`config.mk`:
```
export PLATFORM = sky130hd
export DESIGN_NAME = tlu_ch_event_fifo_flat
export DESIGN_NICKNAME = d
export VERILOG_FILES = /design/src/rtl/tlu_ch_event_fif_if.sv /design/src/rtl/tlu_ch_event_fifo.sv /design/src/flat_wrapper.sv
export SDC_FILE = /design/constraint.sdc
export NUM_CORES = 1
export LEC_CHECK = 0
export BUFFER_PORTS_ARGS = -buffer_cell sky130_fd_sc_hd__buf_2
export CAP_MARGIN = 20
export CORE_MARGIN = 5
export CORE_UTILIZATION = 50
export CTS_CLUSTER_DIAMETER = 30
export DETAILED_ROUTE_END_ITERATION = 8
export PLACE_DENSITY = 0.78
export SYNTH_ARGS = -nofsm -noshare
export SYNTH_HDL_FRONTEND = slang
export SYNTH_SLANG_ARGS = --single-unit
```
`constraint.sdc`:
```
create_clock -name CLK40 -period 8.08 [get_ports CLK40]
set_input_delay 0.404 -clock CLK40 [delete_from_list [all_inputs] [get_ports CLK40]]
set_output_delay 0.404 -clock CLK40 [all_outputs]
set_load 0.02 [all_outputs]
```
`src/rtl/tlu_ch_event_fif_if.sv`:
```
// Event read-out stream of tlu_ch_event_fifo: first-word-fall-through data with valid/ready.
interface tlu_ch_event_fifo_if;
    logic [31:0] DOUT;
    logic        DOUT_VALID;
    logic        DOUT_READY;

    modport master (output DOUT, output DOUT_VALID, input DOUT_READY);
    modport slave  (input DOUT, input DOUT_VALID, output DOUT_READY);
endinterface

```
`src/rtl/tlu_ch_event_fifo.sv`:
```
// Rising edges of a channel hit become 32-bit event words in a first-word-fall-through FIFO.
// Define TLU_CH_EVENT_HOLDOFF_EN to ignore hits for HOLDOFF cycles after each accepted event.
module tlu_ch_event_fifo #(
    parameter int DEPTH   = 16,
    parameter int HOLDOFF = 8
) (
    input  logic                CLK40,
    input  logic                RST_N,
    input  logic                EN,
    input  logic                CLR,
    input  logic                VALID,
    input  logic [15:0]         LAST_TOT,
    input  logic [15:0]         LAST_RISING_REL,
    tlu_ch_event_fifo_if.master ev,
    output logic [8:0]          FIFO_CNT,
    output logic [7:0]          LOST_CNT
);
    localparam int         AW        = $clog2(DEPTH);
    localparam logic [8:0] DEPTH_CNT = 9'(DEPTH);

    generate
        if (DEPTH < 4 || DEPTH > 256 || (DEPTH & (DEPTH - 1)) != 0 || HOLDOFF < 1) begin : g_param_check
            $error("tlu_ch_event_fifo: DEPTH must be a power of 2 in 4..256 and HOLDOFF >= 1");
        end
    endgenerate

    logic [31:0]   mem [DEPTH];
    logic [AW-1:0] wr_ptr;
    logic [AW-1:0] rd_ptr;
    logic [8:0]    fifo_cnt;
    logic [7:0]    evt_cnt;
    logic [7:0]    lost_cnt;
    logic          valid_d;

    logic          hit;
    logic          holdoff_active;
    logic          push_req;
    logic          full;
    logic          pop;
    logic          push;
    logic          drop;
    logic [7:0]    tot8;

    always_comb begin
        hit      = VALID & ~valid_d;
        full     = (fifo_cnt == DEPTH_CNT);
        pop      = ev.DOUT_VALID & ev.DOUT_READY;
        push_req = hit & EN & ~CLR & ~holdoff_active;
        // A full FIFO still accepts a push when the oldest word leaves on the same edge.
        push     = push_req & (~full | pop);
        drop     = push_req & full & ~pop;
        tot8     = (LAST_TOT < 16'd255) ? LAST_TOT[7:0] : 8'hFF;
    end

    assign ev.DOUT       = mem[rd_ptr];
    assign ev.DOUT_VALID = (fifo_cnt != 9'd0);
    assign FIFO_CNT      = fifo_cnt;
    assign LOST_CNT      = lost_cnt;

`ifdef TLU_CH_EVENT_HOLDOFF_EN
    localparam int HW = (HOLDOFF < 2) ? 1 : $clog2(HOLDOFF + 1);

    logic [HW-1:0] holdoff_cnt;

    assign holdoff_active = (holdoff_cnt != '0);

    always_ff @(posedge CLK40 or negedge RST_N) begin
        if (!RST_N) begin
            holdoff_cnt <= '0;
        end else if (CLR) begin
            holdoff_cnt <= '0;
        end else if (push) begin
            holdoff_cnt <= HW'(HOLDOFF);
        end else if (holdoff_active) begin
            holdoff_cnt <= holdoff_cnt - HW'(1);
        end
    end
`else
    assign holdoff_active = 1'b0;
`endif

    always_ff @(posedge CLK40) begin
        if (push) begin
            mem[wr_ptr] <= {evt_cnt, tot8, LAST_RISING_REL};
        end
    end

    always_ff @(posedge CLK40 or negedge RST_N) begin
        if (!RST_N) begin
            wr_ptr   <= '0;
            rd_ptr   <= '0;
            fifo_cnt <= '0;
            evt_cnt  <= '0;
            lost_cnt <= '0;
            valid_d  <= 1'b0;
        end else begin
            valid_d <= VALID;
            if (CLR) begin
                wr_ptr   <= '0;
                rd_ptr   <= '0;
                fifo_cnt <= '0;
                evt_cnt  <= '0;
                lost_cnt <= '0;
            end else begin
                if (push) begin
                    wr_ptr  <= wr_ptr + AW'(1);
                    evt_cnt <= evt_cnt + 8'd1;
                end
                if (pop) begin
                    rd_ptr <= rd_ptr + AW'(1);
                end
                if (drop && lost_cnt != 8'hFF) begin
                    lost_cnt <= lost_cnt + 8'd1;
                end
                case ({push, pop})
                    2'b10:   fifo_cnt <= fifo_cnt + 9'd1;
                    2'b01:   fifo_cnt <= fifo_cnt - 9'd1;
                    default: fifo_cnt <= fifo_cnt;
                endcase
            end
        end
    end
endmodule

```
`src/flat_wrapper.sv`:
```
// flat-port wrapper written by rule: the top's interface ports become plain ports
module tlu_ch_event_fifo_flat 
#(
    parameter int DEPTH   = 16,
    parameter int HOLDOFF = 8
)
  (CLK40, RST_N, EN, CLR, VALID, LAST_TOT, LAST_RISING_REL, FIFO_CNT, LOST_CNT, ev_DOUT, ev_DOUT_VALID, ev_DOUT_READY);
  tlu_ch_event_fifo_if ev_i ();
  input  logic CLK40;
  input  logic RST_N;
  input  logic EN;
  input  logic CLR;
  input  logic VALID;
  input  logic [15:0] LAST_TOT;
  input  logic [15:0] LAST_RISING_REL;
  output logic [8:0] FIFO_CNT;
  output logic [7:0] LOST_CNT;
  output wire logic [$bits(ev_i.DOUT)-1:0] ev_DOUT;
  output wire logic [$bits(ev_i.DOUT_VALID)-1:0] ev_DOUT_VALID;
  input wire logic [$bits(ev_i.DOUT_READY)-1:0] ev_DOUT_READY;
  assign ev_DOUT = ev_i.DOUT;
  assign ev_DOUT_VALID = ev_i.DOUT_VALID;
  assign ev_i.DOUT_READY = ev_DOUT_READY;
  tlu_ch_event_fifo #(.DEPTH(DEPTH), .HOLDOFF(HOLDOFF)) u_core (.CLK40(CLK40), .RST_N(RST_N), .EN(EN), .CLR(CLR), .VALID(VALID), .LAST_TOT(LAST_TOT), .LAST_RISING_REL(LAST_RISING_REL), .ev(ev_i), .FIFO_CNT(FIFO_CNT), .LOST_CNT(LOST_CNT));
endmodule
```
==> summary.txt <==
=====================================================================================
Transition time of the tightest slew-check pin .........................      1030 ps
Synthesis Warnings .....................................................            0
Hold Slack .............................................................       129 ps
EDFF count, synth ......................................................          512
Core area ..............................................................    42100 um2
Pre-CTS worst setup slack ..............................................      4450 ps
Post-synthesis sequential area ratio ...................................        0.759
Effective utilization at floorplan .....................................        0.507
Adder-cell share of the synthesized area ...............................      0.00913
Post-Syn Area ..........................................................    21400 um2
Sinks on the clock net .................................................          546
Vert. Die Dim ..........................................................       217 um
Proportion of netlist area held by the largest area contributor ........        0.719
Post-Route Utilization .................................................        0.615
Detailed-route vias per instance .......................................         6.11
Pin count of the biggest net entering global routing ...................          113
Number of antenna violations at the first check in global routing ......            0
Number of I/O pins .....................................................           88
Final layout net count .................................................         1172
Top achievable clock speed .............................................      234 MHz
Final number of max-transition violations ..............................            0
Primary flip-flop cell chosen by synthesis mapping ..................... sky130_fd_sc_hd__edfxtp_1
Mapped Avg Cell Area ...................................................     22.5 um2
Number of setup buffers added after CTS ................................            0
Critical-path cell list ................................................ buf_4 > mux4_2 > mux4_2 > buf_2
Multiplexer area fraction after synthesis ..............................        0.172
Leading area contributor after synthesis ............................... sky130_fd_sc_hd__edfxtp_1
Fin. Hold Viols ........................................................            0
Crit path top cell by count ............................................ sky130_fd_sc_hd__mux4_2
Synth unique cells .....................................................           48
Worst-case setup margin in the final layout ............................      3800 ps
Max-Slew Margin vs Limit ...............................................        0.312
Post-Place Cells .......................................................         1556
Library cell with the highest instance count after synthesis ........... sky130_fd_sc_hd__edfxtp_1
IR drop worst, VDD .....................................................     0.203 mV
Layout cell share with drive strength beyond 1 .........................        0.384
Iteration count of the initial detailed-routing pass ...................            5
Post-synthesis async set-or-reset flop share ...........................       0.0623
Leading cell types by count after synthesis ............................ sky130_fd_sc_hd__edfxtp_1, sky130_fd_sc_hd__mux4_2, sky130_fd_sc_hd__dfrtp_1
Number of standard cells after synthesis ...............................          951
Final Critical Period ..................................................      4280 ps
Required time reported for the critical path endpoint ..................      7680 ps
Syn-to-layout area delta ...............................................        21.3%
Post-synthesis share of cell area spent on and, or, nand and nor gates .       0.0302
Path type of the worst setup path ......................................      reg2out
Final clock period utilization by the worst path .......................        0.530
WL per Instance ........................................................      28.5 um
Global-route wire length before repair .................................      73.7 mm
Clock network latency to the later pin of the worst-skew pair ..........       640 ps
Worst Setup Start Kind .................................................    flip-flop
Width of the chip ......................................................       217 um
Max FO, Critical Path ..................................................           68
Cells taking the most area after synthesis ............................. sky130_fd_sc_hd__edfxtp_1, sky130_fd_sc_hd__mux4_2, sky130_fd_sc_hd__dfrtp_1, sky130_fd_sc_hd__ha_1, sky130_fd_sc_hd__nor2_1
Dominant combinational cell family by area after synthesis ............. multiplexers
Share of the synthesized area in compound gates (AO/OA/AOI/OAI) ........       0.0118
Signal arrival time at the worst endpoint ..............................      3880 ps
Power per Cell Area ....................................................   320 nW/um2
Setup repair after global routing missed its margin ....................        false
Post-detailed-routing wire length ......................................      49.6 mm
Via count of the first global-routing pass .............................        11400
Number of buffers created by CTS .......................................           97
Number of buffers on the longest clock path ............................            3
GR Util All Layers .....................................................        0.215
Number of endpoints failing setup at the final stage ...................            0
Run status ............................................................. complete, no violations
Count of buffers inserted at the top-level ports .......................           87
Overall die area .......................................................    47000 um2
Fill cell count ........................................................         2723
Max capacitance violation total ........................................            0
Overflow left after global routing .....................................            0
Final cell count without fillers .......................................         1738
Clock Skew .............................................................      52.3 ps
Flop and latch count out of synthesis ..................................          546
Path category of the worst min-delay check .............................       in2reg
Detail Placement HPWL ..................................................      23.1 mm
Iteration-0 DRC Markers ................................................         1347
Standby leakage power ..................................................      8.90 nW
Number of nets produced by synthesis ...................................         1004
Weighted congestion at the end of routability-driven global placement ..        0.774
CP max stage delay .....................................................      1070 ps
H-tree Lvls ............................................................            3
Count of antenna-violating nets left after detailed routing ............            0
Number of cells on the worst reg-to-reg path ...........................            8
Total number of vias ...................................................        10600
Worst-path cell with the longest stage delay ........................... sky130_fd_sc_hd__dfrtp_4
Library cell used as clock root buffer ................................. sky130_fd_sc_hd__clkbuf_16
WHS Path Cells .........................................................            3
Antenna fix cells ......................................................            0
Core Rows ..............................................................           75
Clock slew at reported path FFs ........................................        40 ps
TritonCTS clock tree ...................................................          yes
DRC violation count after routing ......................................            0
Worst setup EP type ....................................................  output port
Setup TNS ..............................................................         0 ps
Parity-gate share of the synthesized area counting xor and xnor cells ..      0.00738
=====================================================================================
==> kinds of logic (layout without fill, tap and decap cells) <==
group / after synthesis / after routing
flip-flops: 546 / 546
multiplexers: 168 / 168
AND/OR/NAND/NOR: 114 / 114
buffers and inverters: 52 / 300
AO/OA/AOI/OAI: 38 / 38
XOR/XNOR: 18 / 18
adder cells (fa/ha/maj): 15 / 15
==> what timing repair did <==
item | in CTS | in global routing
hold buffers | 2 | 0
gates resized for setup | 0 | 0
hold endpoints to repair | 35 | 0
==> critical path: cells and delay by family, from the launching register on <==
kind / cells / cell delay (ps)
flip-flops: 1 / 1070
multiplexers: 2 / 990
buffers and inverters: 2 / 1110
==> sequential cells by signal, summed over array words and instances (netlist names) <==
signal / cells
u_core.rd_ptr: 4
u_core.valid_d: 1
u_core.FIFO_CNT: 9
u_core.mem: 512
u_core.evt_cnt: 8
u_core.wr_ptr: 4
u_core.LOST_CNT: 8
==> metal layers <==
layer | routed length (um) | part of all wire | track usage | up-vias
met1 | 18300 | 0.37 | 0.272 | 5553
met3 | 3780 | 0.076 | 0.0520 | 78
met4 | 1230 | 0.025 | 0.0721 | 0
met2 | 26300 | 0.53 | 0.369 | 592
met5 | 0 | 0 | 0 | -
li1 | - | - | - | 4398
==> power breakdown <==
part	leakage [nW]	switching (W)	internal, W	total (W)
clock network	1.57	0.00145	0.00261	0.00406
logic	1.86	0.000530	0.000518	0.00105
registers	5.46	0.0000859	0.00310	0.00318
total	8.90	0.00207	0.00622	0.00829
==> layout make-up <==
cell class	instances	area, um2	area share
Clock buffer	108	2490	0.0961
Timing Repair Buffer	112	664	0.0256
Tap cell	539	674	0.0260
Sequential cell	546	16200	0.626
Clock inverter	71	823	0.0318
Inverter	9	33.8	0.00130
Multi-Input combinational cell	353	5000	0.193
==> layout by cell type, fill, tap and decap left out, types with 5 or more instances in the layout <==
master,netlist,layout
sky130_fd_sc_hd__buf_4,0,20
sky130_fd_sc_hd__ha_1,14,14
sky130_fd_sc_hd__clkbuf_16,0,98
sky130_fd_sc_hd__xor2_1,11,11
sky130_fd_sc_hd__o21ai_0,7,7
sky130_fd_sc_hd__inv_1,9,9
sky130_fd_sc_hd__buf_2,11,87
sky130_fd_sc_hd__nor2_1,33,29
sky130_fd_sc_hd__xnor2_1,7,7
sky130_fd_sc_hd__clkinv_4,0,10
sky130_fd_sc_hd__nand3_1,13,13
sky130_fd_sc_hd__clkbuf_1,22,10
sky130_fd_sc_hd__nor4_1,5,5
sky130_fd_sc_hd__mux4_2,160,160
sky130_fd_sc_hd__inv_6,0,8
sky130_fd_sc_hd__a21oi_1,9,9
sky130_fd_sc_hd__or2_2,8,8
sky130_fd_sc_hd__nand4_1,9,9
sky130_fd_sc_hd__edfxtp_1,512,512
sky130_fd_sc_hd__mux2i_1,6,6
sky130_fd_sc_hd__clkinvlp_4,0,12
sky130_fd_sc_hd__and2_2,0,8
sky130_fd_sc_hd__clkinv_2,0,7
sky130_fd_sc_hd__clkinv_1,0,14
sky130_fd_sc_hd__bufinv_16,0,11
sky130_fd_sc_hd__dfrtp_1,34,30
sky130_fd_sc_hd__nand2_1,10,10
==> worst paths after layout <==
check / end / start / slack, ps
worst max-delay path: ev_DOUT[24] / u_core.rd_ptr[1]$_DFFE_PN0P_ / 3800
worst min-delay path: u_core.rd_ptr[1]$_DFFE_PN0P_ / ev_DOUT_READY / 130
worst max register to register: u_core.FIFO_CNT[8]$_DFFE_PN0P_ / u_core.FIFO_CNT[0]$_DFFE_PN0P_ / 5000
worst min register to register: u_core.LOST_CNT[6]$_DFFE_PN0P_ / u_core.LOST_CNT[6]$_DFFE_PN0P_ / 580
max in group asynchronous: u_core.rd_ptr[0]$_DFFE_PN0P_ / RST_N / 7050
min in group asynchronous: u_core.FIFO_CNT[0]$_DFFE_PN0P_ / RST_N / 420
==> through the flow <==
stage | instance area (um2) | power (W)
after floorplan | 21400 | 0.00401
after global placement | 22500 | 0.00427
after detailed placement | 22600 | 0.00429
after CTS | 25900 | 0.00836
after global routing | 25900 | 0.00860
final | 25900 | 0.00829
(Power assumes the default switching activity.)
